===== config.mk =====
export PLATFORM = sky130hd
export DESIGN_NAME = palette_lut
export DESIGN_NICKNAME = d
export VERILOG_FILES = /design/src/rtl/palette_lut.sv
export SDC_FILE = /design/constraint.sdc
export NUM_CORES = 1
export LEC_CHECK = 0
export CAP_MARGIN = 5
export CORE_MARGIN = 2
export CORE_UTILIZATION = 61
export CTS_CLUSTER_DIAMETER = 60
export CTS_CLUSTER_SIZE = 20
export DETAILED_ROUTE_END_ITERATION = 8
export HOLD_SLACK_MARGIN = 0.05
export PLACE_DENSITY_LB_ADDON = 0.25
export REMOVE_ABC_BUFFERS = 1
export SLEW_MARGIN = 25
export SYNTH_ARGS = -nofsm -noshare
export SYNTH_HDL_FRONTEND = slang
export SYNTH_SLANG_ARGS = --single-unit

===== constraint.sdc =====
create_clock -name Clk -period 10.63 [get_ports Clk]
set_input_delay 3.189 -clock Clk [delete_from_list [all_inputs] [get_ports Clk]]
set_output_delay 3.189 -clock Clk [all_outputs]
set_load 0.02 [all_outputs]

===== src/rtl/palette_lut.sv =====
// palette_lut: runtime-writable colour palette with a 2-stage registered read
// pipeline and global brightness scaling driven by a frame-synchronous fade
// engine.
// Optional build macro PALETTE_COLORKEY_EN adds parameter KEY_RGB and output
// 'transparent', raised alongside rgb_valid when the unscaled entry matches
// the colour key.
module palette_lut #(
    parameter int INDEX_W  = 4,
    parameter int COLOR_W  = 4,
    parameter int LVL_W    = 3,
    parameter int FADE_DIV = 2,
    parameter logic [(2**INDEX_W)*3*COLOR_W-1:0] DEFAULT_PAL = '0
`ifdef PALETTE_COLORKEY_EN
    ,
    parameter logic [3*COLOR_W-1:0] KEY_RGB = {{COLOR_W{1'b1}}, {COLOR_W{1'b0}}, {COLOR_W{1'b1}}}
`endif
) (
    input  logic                 Clk,
    input  logic                 Reset,
    input  logic                 rd_valid_i,
    input  logic [INDEX_W-1:0]   rd_index,
    input  logic                 wr_en,
    input  logic [INDEX_W-1:0]   wr_index,
    input  logic [3*COLOR_W-1:0] wr_rgb,
    input  logic                 fade_start,
    input  logic                 fade_dir,
    input  logic                 frame_tick,
    output logic [COLOR_W-1:0]   red,
    output logic [COLOR_W-1:0]   green,
    output logic [COLOR_W-1:0]   blue,
    output logic                 rgb_valid,
    output logic [LVL_W:0]       level,
    output logic                 fade_busy,
    output logic                 fade_done
`ifdef PALETTE_COLORKEY_EN
    ,
    output logic                 transparent
`endif
);

    localparam int NUM_ENTRIES = 2**INDEX_W;
    localparam int EW          = 3*COLOR_W;
    localparam int CNT_W       = $clog2(FADE_DIV + 1);
    localparam logic [LVL_W:0] FULL_LVL = {1'b1, {LVL_W{1'b0}}};
    localparam logic [LVL_W:0] ZERO_LVL = {(LVL_W+1){1'b0}};
    localparam logic [LVL_W:0] ONE_LVL  = {{LVL_W{1'b0}}, 1'b1};
    localparam logic [CNT_W-1:0] CNT_LAST = CNT_W'(FADE_DIV - 1);
    localparam logic [CNT_W-1:0] CNT_ONE  = {{(CNT_W-1){1'b0}}, 1'b1};

    typedef enum logic [1:0] {
        ST_IDLE   = 2'd0,
        ST_FADING = 2'd1,
        ST_DONE   = 2'd2
    } fade_state_t;

    logic [EW-1:0]      pal_r [NUM_ENTRIES];
    logic [EW-1:0]      s1_rgb_r;
    logic               s1_valid_r;
    logic [COLOR_W-1:0] red_r, green_r, blue_r;
    logic               rgb_valid_r;

    fade_state_t        state_r, state_nx_s;
    logic [LVL_W:0]     level_r, level_nx_s;
    logic [CNT_W-1:0]   cnt_r, cnt_nx_s;
    logic               dir_r, dir_nx_s;
    logic               fade_busy_r, fade_done_r;
    logic [LVL_W:0]     target_s;

    // Full-width product, then drop the LVL_W fraction bits (truncation).
    function automatic logic [COLOR_W-1:0] scale_chan(input logic [COLOR_W-1:0] c,
                                                       input logic [LVL_W:0]   lvl);
        logic [COLOR_W+LVL_W:0] prod;
        prod = {{(LVL_W+1){1'b0}}, c} * {{COLOR_W{1'b0}}, lvl};
        return prod[LVL_W +: COLOR_W];
    endfunction

    // Palette storage: reset to DEFAULT_PAL (entry 0 in the MSBs), unconditional writes.
    always_ff @(posedge Clk or posedge Reset) begin
        if (Reset) begin
            for (int i = 0; i < NUM_ENTRIES; i++) begin
                pal_r[i] <= DEFAULT_PAL[(NUM_ENTRIES-1-i)*EW +: EW];
            end
        end else if (wr_en) begin
            pal_r[wr_index] <= wr_rgb;
        end
    end

    // Stage 1: look up the entry; a same-cycle write lands after this read, so the old value is seen.
    always_ff @(posedge Clk or posedge Reset) begin
        if (Reset) begin
            s1_rgb_r   <= {EW{1'b0}};
            s1_valid_r <= 1'b0;
        end else begin
            s1_rgb_r   <= pal_r[rd_index];
            s1_valid_r <= rd_valid_i;
        end
    end

    // Stage 2: scale by the current level; colour regs only load on valid data so they hold otherwise.
    always_ff @(posedge Clk or posedge Reset) begin
        if (Reset) begin
            red_r       <= {COLOR_W{1'b0}};
            green_r     <= {COLOR_W{1'b0}};
            blue_r      <= {COLOR_W{1'b0}};
            rgb_valid_r <= 1'b0;
        end else begin
            rgb_valid_r <= s1_valid_r;
            if (s1_valid_r) begin
                red_r   <= scale_chan(s1_rgb_r[2*COLOR_W +: COLOR_W], level_r);
                green_r <= scale_chan(s1_rgb_r[COLOR_W +: COLOR_W], level_r);
                blue_r  <= scale_chan(s1_rgb_r[0 +: COLOR_W], level_r);
            end else begin
                red_r   <= red_r;
                green_r <= green_r;
                blue_r  <= blue_r;
            end
        end
    end

`ifdef PALETTE_COLORKEY_EN
    logic transparent_r;

    // Colour-key flag compares the unscaled entry, so it does not depend on level.
    always_ff @(posedge Clk or posedge Reset) begin
        if (Reset) begin
            transparent_r <= 1'b0;
        end else begin
            transparent_r <= s1_valid_r && (s1_rgb_r == KEY_RGB);
        end
    end

    assign transparent = transparent_r;
`endif

    // Fade engine next-state: target latch, tick prescaler and saturating level step.
    always_comb begin
        state_nx_s = state_r;
        level_nx_s = level_r;
        cnt_nx_s   = cnt_r;
        dir_nx_s   = dir_r;
        target_s   = dir_r ? FULL_LVL : ZERO_LVL;
        case (state_r)
            ST_IDLE: begin
                if (fade_start) begin
                    dir_nx_s = fade_dir;
                    cnt_nx_s = {CNT_W{1'b0}};
                    if ((fade_dir ? FULL_LVL : ZERO_LVL) == level_r) begin
                        state_nx_s = ST_DONE;
                    end else begin
                        state_nx_s = ST_FADING;
                    end
                end else begin
                    state_nx_s = ST_IDLE;
                end
            end
            ST_FADING: begin
                if (frame_tick) begin
                    if (cnt_r == CNT_LAST) begin
                        cnt_nx_s = {CNT_W{1'b0}};
                        if (dir_r && (level_r != FULL_LVL)) begin
                            level_nx_s = level_r + ONE_LVL;
                        end else if (!dir_r && (level_r != ZERO_LVL)) begin
                            level_nx_s = level_r - ONE_LVL;
                        end else begin
                            level_nx_s = level_r;
                        end
                        if (level_nx_s == target_s) begin
                            state_nx_s = ST_DONE;
                        end else begin
                            state_nx_s = ST_FADING;
                        end
                    end else begin
                        cnt_nx_s = cnt_r + CNT_ONE;
                    end
                end else begin
                    state_nx_s = ST_FADING;
                end
            end
            ST_DONE: begin
                state_nx_s = ST_IDLE;
            end
            default: begin
                state_nx_s = ST_IDLE;
            end
        endcase
    end

    // Fade engine state; busy/done are registered decodes of the next state.
    always_ff @(posedge Clk or posedge Reset) begin
        if (Reset) begin
            state_r     <= ST_IDLE;
            level_r     <= FULL_LVL;
            cnt_r       <= {CNT_W{1'b0}};
            dir_r       <= 1'b0;
            fade_busy_r <= 1'b0;
            fade_done_r <= 1'b0;
        end else begin
            state_r     <= state_nx_s;
            level_r     <= level_nx_s;
            cnt_r       <= cnt_nx_s;
            dir_r       <= dir_nx_s;
            fade_busy_r <= (state_nx_s == ST_FADING);
            fade_done_r <= (state_nx_s == ST_DONE);
        end
    end

    assign red       = red_r;
    assign green     = green_r;
    assign blue      = blue_r;
    assign rgb_valid = rgb_valid_r;
    assign level     = level_r;
    assign fade_busy = fade_busy_r;
    assign fade_done = fade_done_r;

endmodule


* Word level (Yosys, flattened, before mapping)
Index checks and enable logic that the tools add are counted.
** Cells by class
- $add $sub $neg :: 3
- $mul :: 3
- Order comparisons :: 3
- Equal/unequal tests :: 9
- Mux-type cells :: 23
- Bitwise gates (word level) :: 2
- Reductions and logical operators :: 10
** Operator list (count)
- $bwmux W192 :: 1
- $bmux W12 S4 :: 1
- $demux W12 S4 :: 1
- $mux W12 :: 3
- $mux W4 :: 7
- $mul A4 B4 Y7 :: 3
- $mux W2 :: 8
- $ge A5 B5 Y1 const B :: 2
- $not A4 Y5 :: 2
- $eq A4 B4 Y1 :: 2
- $pmux W2 S2 :: 2
- $eq A2 B1 Y1 const B :: 3
- $reduce_and A3 Y1 :: 2
- $lt A5 B1 Y1 const B :: 1
- $add A4 B1 Y4 const B :: 1
- $ne A2 B2 Y1 const B :: 2
- $ne A4 B4 Y1 const B :: 1
- $reduce_bool A4 Y1 :: 1
- $sub A4 B1 Y4 const B :: 1
- $logic_and A1 B1 Y1 :: 3
- $add A2 B1 Y2 const B :: 1
- $eq A2 B2 Y1 const B :: 1
- $logic_not A2 Y1 :: 1
- $reduce_and A2 Y1 :: 1
- 2 further kinds :: 2
** Storage, ports and cells
- Bits in registers :: 229
- Input port bits :: 27
- Output and inout bits :: 19
- Word-level logic and storage cells :: 81

* Longest topological paths before layout
- Depth after elaboration :: 13
- Depth in mapped cells :: 12
- Mapped depth without buffers :: 10

* Worst setup path before layout
No wires, ideal clock.
- Kind :: input-to-reg
- From :: input rd_index[1]
- To :: register s1_rgb_r[0]
- Library setup time :: 0.138 ns
- Data arrival time :: 4.500 ns
- Data required time :: 10.492 ns
- Path slack :: 5.992 ns
- Cell stages on the path :: 4
- Buffers on the path :: 2
- Cell sequence :: clkbuf_1 > buf_2 > mux4_2 > mux4_2
** Between the ends
- Longest elaborated chain between the ends :: 4
** Ends and longest elaborated chain
- from (decl) :: line 21 : input logic [INDEX_W-1:0] rd_index,
- $not A4 Y5 (implied by the code) :: line 94 : s1_rgb_r <= pal_r[rd_index];
- $bmux W12 S4 :: line 94
- $mux W12 (implied by the code) (2 in series) :: line 94
- to (signal assigned) :: line 91 : s1_rgb_r <= {EW{1'b0}};
- to (signal assigned) :: line 94
- to (decl) :: line 57 : logic [EW-1:0] s1_rgb_r;
Every way passes these cells. The select of a mux whose other input is x is not followed.
A chain may end at the register's enable or synchronous reset.

* Worst setup path after layout
- From :: register level_r[2], in the netlist level[2]
- To :: output level[2]
** RTL lines
- from (decl) :: line 63 : logic [LVL_W:0] level_r, level_nx_s;
- from (signal assigned) :: line 199 : level_r <= level_nx_s;
- to (decl) :: line 32 : output logic [LVL_W:0] level,
No word-level cell between the ends.

==> flow_results.xml <==
<?xml version="1.0" encoding="UTF-8"?>
<metrics>
  <group name="cts">
    <metric name="worstSkewPairLatency" unit="ns">0.50</metric>
    <metric name="ctsHtreeMaxLevel" unit="">1</metric>
    <metric name="post_cts_hold_buffer_count" unit="">0</metric>
    <metric name="clockRootBuffer" unit="">sky130_fd_sc_hd__clkbuf_16</metric>
    <metric name="clockBufferDepth" unit="">3</metric>
    <metric name="tritoncts_num_sinks" unit="">229</metric>
    <metric name="cts_setup_buffers" unit="">0</metric>
    <metric name="cts.reportedPaths.clkPinSlew" unit="ns">0.07</metric>
    <metric name="clock_tree_from_tritoncts" unit="">built</metric>
    <metric name="postCtsResizedCells" unit="">0</metric>
    <metric name="tritoncts.num_buffers" unit="">17</metric>
  </group>
  <group name="worst_hold_path">
    <metric name="worst_hold_path_type" unit="">flop to flop</metric>
  </group>
  <group name="sta">
    <metric name="period_utilisation_layout" unit="%">49.6</metric>
    <metric name="fin_tns_setup" unit="ns">0</metric>
    <metric name="setup_repair_after_global_routing_missed_its_margin" unit="">no</metric>
    <metric name="max_clock_freq" unit="MHz">190</metric>
    <metric name="relSlewSlack" unit="%">27.3</metric>
    <metric name="timing.final.max_slew_violations" unit="">0</metric>
    <metric name="timing.final.setup_violations" unit="">0</metric>
    <metric name="final_hold_viol_count" unit="">0</metric>
    <metric name="final.hold.worst_slack" unit="ns">0.488</metric>
    <metric name="worstMarginPinSlew" unit="ns">1.09</metric>
    <metric name="clock-skew-final" unit="ns">0.0253</metric>
    <metric name="finalWorstPathRequiredPeriod" unit="ns">5.27</metric>
  </group>
  <group name="synthesis">
    <metric name="yosys_warnings" unit="">0</metric>
    <metric name="netlist.area_leader.share" unit="%">50.4</metric>
    <metric name="synthesis.area" unit="mm²">0.0113</metric>
    <metric name="synth.yosys.seq_area_share" unit="%">50.6</metric>
    <metric name="synthesis.instances" unit="">782</metric>
    <metric name="yosysUniqueCellTypes" unit="">48</metric>
    <metric name="post_synth_and_or_nand_nor_area_fraction" unit="%">4.97</metric>
    <metric name="post_synthesis_compound_gate_area_fraction" unit="%">2.87</metric>
    <metric name="ffs_latches_synth" unit="">229</metric>
    <metric name="synth.avg_cell_area" unit="µm²">14.5</metric>
    <metric name="synth_xor_xnor_area_share" unit="%">1.24</metric>
    <metric name="async_flop_share" unit="%">100</metric>
    <metric name="synth.mux.area_fraction" unit="%">32.1</metric>
    <metric name="area_share_of_fa_ha_maj_cells_after_synthesis" unit="%">5.00</metric>
    <metric name="synth-edff-count" unit="">0</metric>
    <metric name="synth_top_cells_by_area" unit="">sky130_fd_sc_hd__dfrtp_1, sky130_fd_sc_hd__mux2_2, sky130_fd_sc_hd__mux4_2</metric>
    <metric name="main_combinational_cell_family_by_area_after_synthesis" unit="">multiplexers</metric>
    <metric name="ys_flop_type" unit="">sky130_fd_sc_hd__dfrtp_1</metric>
    <metric name="library_cell_with_the_largest_summed_area_after_synthesis" unit="">sky130_fd_sc_hd__dfrtp_1</metric>
  </group>
  <group name="route">
    <metric name="wl_per_instance" unit="µm">21.7</metric>
    <metric name="drt-initial-drc-count" unit="">317</metric>
    <metric name="postRouteWirelength" unit="µm">22500</metric>
    <metric name="remaining_drc_errors" unit="">0</metric>
    <metric name="routed-via-count" unit="">6424</metric>
    <metric name="post_drt_via_cell_ratio" unit="">6.19</metric>
    <metric name="detailedRoute.firstPassIterationCount" unit="">4</metric>
    <metric name="detail-route-antenna-nets" unit="">0</metric>
  </group>
  <group name="pwr">
    <metric name="internal-power" unit="mW">1.94</metric>
    <metric name="power.density" unit="mW/mm²">229</metric>
    <metric name="power_leakage" unit="nW">5.30</metric>
    <metric name="share_comb_of_total_power" unit="%">33.0</metric>
    <metric name="p_sw_share" unit="%">31.8</metric>
    <metric name="p_total" unit="mW">2.84</metric>
    <metric name="power_switching" unit="mW">0.903</metric>
    <metric name="power.sequential.fraction" unit="%">44.4</metric>
    <metric name="ir_drop" unit="µV">134</metric>
    <metric name="power.share.clock" unit="%">22.5</metric>
  </group>
  <group name="placed_design">
    <metric name="count_of_input_and_output_buffers" unit="">45</metric>
    <metric name="place_hpwl" unit="µm">14300</metric>
    <metric name="gpl.final_weighted_congestion" unit="">0.778</metric>
    <metric name="dpl-instance-area" unit="mm²">0.0119</metric>
  </group>
  <group name="layout">
    <metric name="nNetsFinal" unit="">866</metric>
    <metric name="n_antenna_cell" unit="">0</metric>
    <metric name="fill_cells" unit="">1198</metric>
    <metric name="final_layout_size_suffix_gt1_share" unit="%">37.6</metric>
    <metric name="finalInstanceArea" unit="mm²">0.0124</metric>
    <metric name="layout-area-overhead-vs-synth" unit="%">9.54</metric>
    <metric name="fin_util" unit="%">68.6</metric>
    <metric name="most_frequent_cells_in_the_layout" unit="">sky130_fd_sc_hd__dfrtp_1, sky130_fd_sc_hd__mux2_2, sky130_fd_sc_hd__mux4_2, sky130_fd_sc_hd__clkdlybuf4s50_1, sky130_fd_sc_hd__nand2_1</metric>
    <metric name="final_common_cell" unit="">sky130_fd_sc_hd__dfrtp_1</metric>
  </group>
  <group name="global_route">
    <metric name="remaining_overflow_grt" unit="">0</metric>
    <metric name="grt_antenna_before_repair" unit="">0</metric>
    <metric name="gr-usage-all-layers" unit="%">24.1</metric>
    <metric name="grt_max_degree" unit="">142</metric>
    <metric name="global_route_wire_length_before_repair" unit="µm">37000</metric>
    <metric name="number_of_global_route_vias_before_repair" unit="">7001</metric>
  </group>
  <group name="floorplanning">
    <metric name="design.core.area" unit="mm²">0.0181</metric>
    <metric name="top_level_ports" unit="">46</metric>
    <metric name="floorplan.initialDensity" unit="%">62.6</metric>
    <metric name="die_w" unit="µm">140</metric>
    <metric name="die_height" unit="µm">140</metric>
    <metric name="rows" unit="">49</metric>
    <metric name="design.die.area" unit="mm²">0.0197</metric>
  </group>
  <group name="critical_path">
    <metric name="worst_path_dominant_cell_family" unit="">flip-flops</metric>
    <metric name="cp_slowest_cell" unit="">sky130_fd_sc_hd__dfrtp_1</metric>
    <metric name="critical_setup_path_class" unit="">flop to output port</metric>
    <metric name="end_kind" unit="">output port</metric>
    <metric name="worstPathCellList" unit="">clkdlybuf4s50_1</metric>
    <metric name="critical_path_s_largest_stage_delay" unit="ns">0.86</metric>
    <metric name="start_kind" unit="">flop</metric>
    <metric name="cp_data_required_time" unit="ns">7.44</metric>
    <metric name="cp_data_arrival_time" unit="ns">2.08</metric>
    <metric name="reg2reg_slack" unit="ns">7.24</metric>
    <metric name="critical_path.n_buffers_inverters" unit="">1</metric>
    <metric name="critical_path_peak_fanout" unit="">26</metric>
  </group>
  <group name="run_status">
    <metric name="status" unit="">finished, final reports clean</metric>
  </group>
  <group name="run">
    <metric name="max_cap_viol_count" unit="">0</metric>
  </group>
</metrics>
-- routing by layer --
layer | wire, µm | share of wire (%) | global-route usage (%) | vias up
met5 | 0 | 0 | 0 | -
met4 | 407 | 1.8 | 6.01 | 0
met3 | 811 | 3.6 | 2.53 | 29
met2 | 12100 | 54 | 44.5 | 115
met1 | 9170 | 41 | 30.6 | 3417
li1 | - | - | - | 2863
-- power by group through the flow --
stage / registers [mW] / clock network (mW) / logic, mW
after floorplan: 1.26 / 0 / 0.685
after global placement: 1.25 / 0 / 0.895
after detailed placement: 1.28 / 0 / 0.942
after CTS: 1.26 / 0.655 / 0.949
after global routing: 1.30 / 0.687 / 1.04
final: 1.26 / 0.640 / 0.939
-- area by class of cell --
cell class                 instances  area (µm²)  area share, %
inverter                          29         121          0.979
clock inverter                     9        97.6          0.787
tap                              229         287           2.31
timing repair buffer              50         483           3.90
multi-input combinational        474        5250           42.3
clock buffer                      18         429           3.46
sequential                       229        5730           46.2
-- through the flow --
step	instances	setup slack, ns
global placement	1011	5.01
detailed placement	1011	5.05
global route	1038	5.28
finish	1038	5.36
floorplan	732	1.17
CTS	1038	5.35
-- sequential cells by signal, summed over array words and instances (netlist names) --
signal and flops:
blue 4, cnt_r 2, dir_r 1, fade_busy 1, fade_done 1, green 4, level 4, pal_r 192
red 4, rgb_valid 1, s1_rgb_r 12, s1_valid_r 1, state_r 2
-- worst paths after layout --
kind,start,endpoint,cells past startpoint
setup / recovery,level[2],level[2],1
hold / removal,cnt_r[1],cnt_r[1],1
setup reg to reg,level[2],green[3],10
hold reg to reg,cnt_r[1],cnt_r[1],1
max in group asynchronous,Reset,pal_r[95],3
min in group asynchronous,Reset,cnt_r[1],2
-- worst reg2reg max path, stage by stage (launching register included) --
cell and delay, ns:
sky130_fd_sc_hd__dfrtp_1 0.86, sky130_fd_sc_hd__nand2_1 0.18, sky130_fd_sc_hd__fa_1 0.55, sky130_fd_sc_hd__inv_1 0.06, sky130_fd_sc_hd__fa_1 0.55, sky130_fd_sc_hd__inv_1 0.06
sky130_fd_sc_hd__fa_1 0.46, sky130_fd_sc_hd__nor2b_1 0.12, sky130_fd_sc_hd__o21ai_0 0.10, sky130_fd_sc_hd__and3_1 0.18, sky130_fd_sc_hd__o31ai_1 0.20
-- kinds of logic after synthesis --
logic type                 count (synthesis)
muxes                                    263
DFF                                      229
and+or+nand+nor                          110
buffers and inverters                     79
AOI/OAI and AO/OA                         47
adders and majority gates                 38
xor gates and xnor gates                  16
-- cell usage after synthesis (11+ instances only) --
cell type	count
sky130_fd_sc_hd__nor2_1	15
sky130_fd_sc_hd__o21ai_0	12
sky130_fd_sc_hd__xnor2_1	11
sky130_fd_sc_hd__ha_1	26
sky130_fd_sc_hd__and2_1	18
sky130_fd_sc_hd__nand2_1	37
sky130_fd_sc_hd__dfrtp_1	228
sky130_fd_sc_hd__buf_2	23
sky130_fd_sc_hd__mux2_2	196
sky130_fd_sc_hd__inv_1	28
sky130_fd_sc_hd__mux4_2	59
sky130_fd_sc_hd__clkbuf_1	23
sky130_fd_sc_hd__fa_1	12
Power figures use the tool's default switching activity.
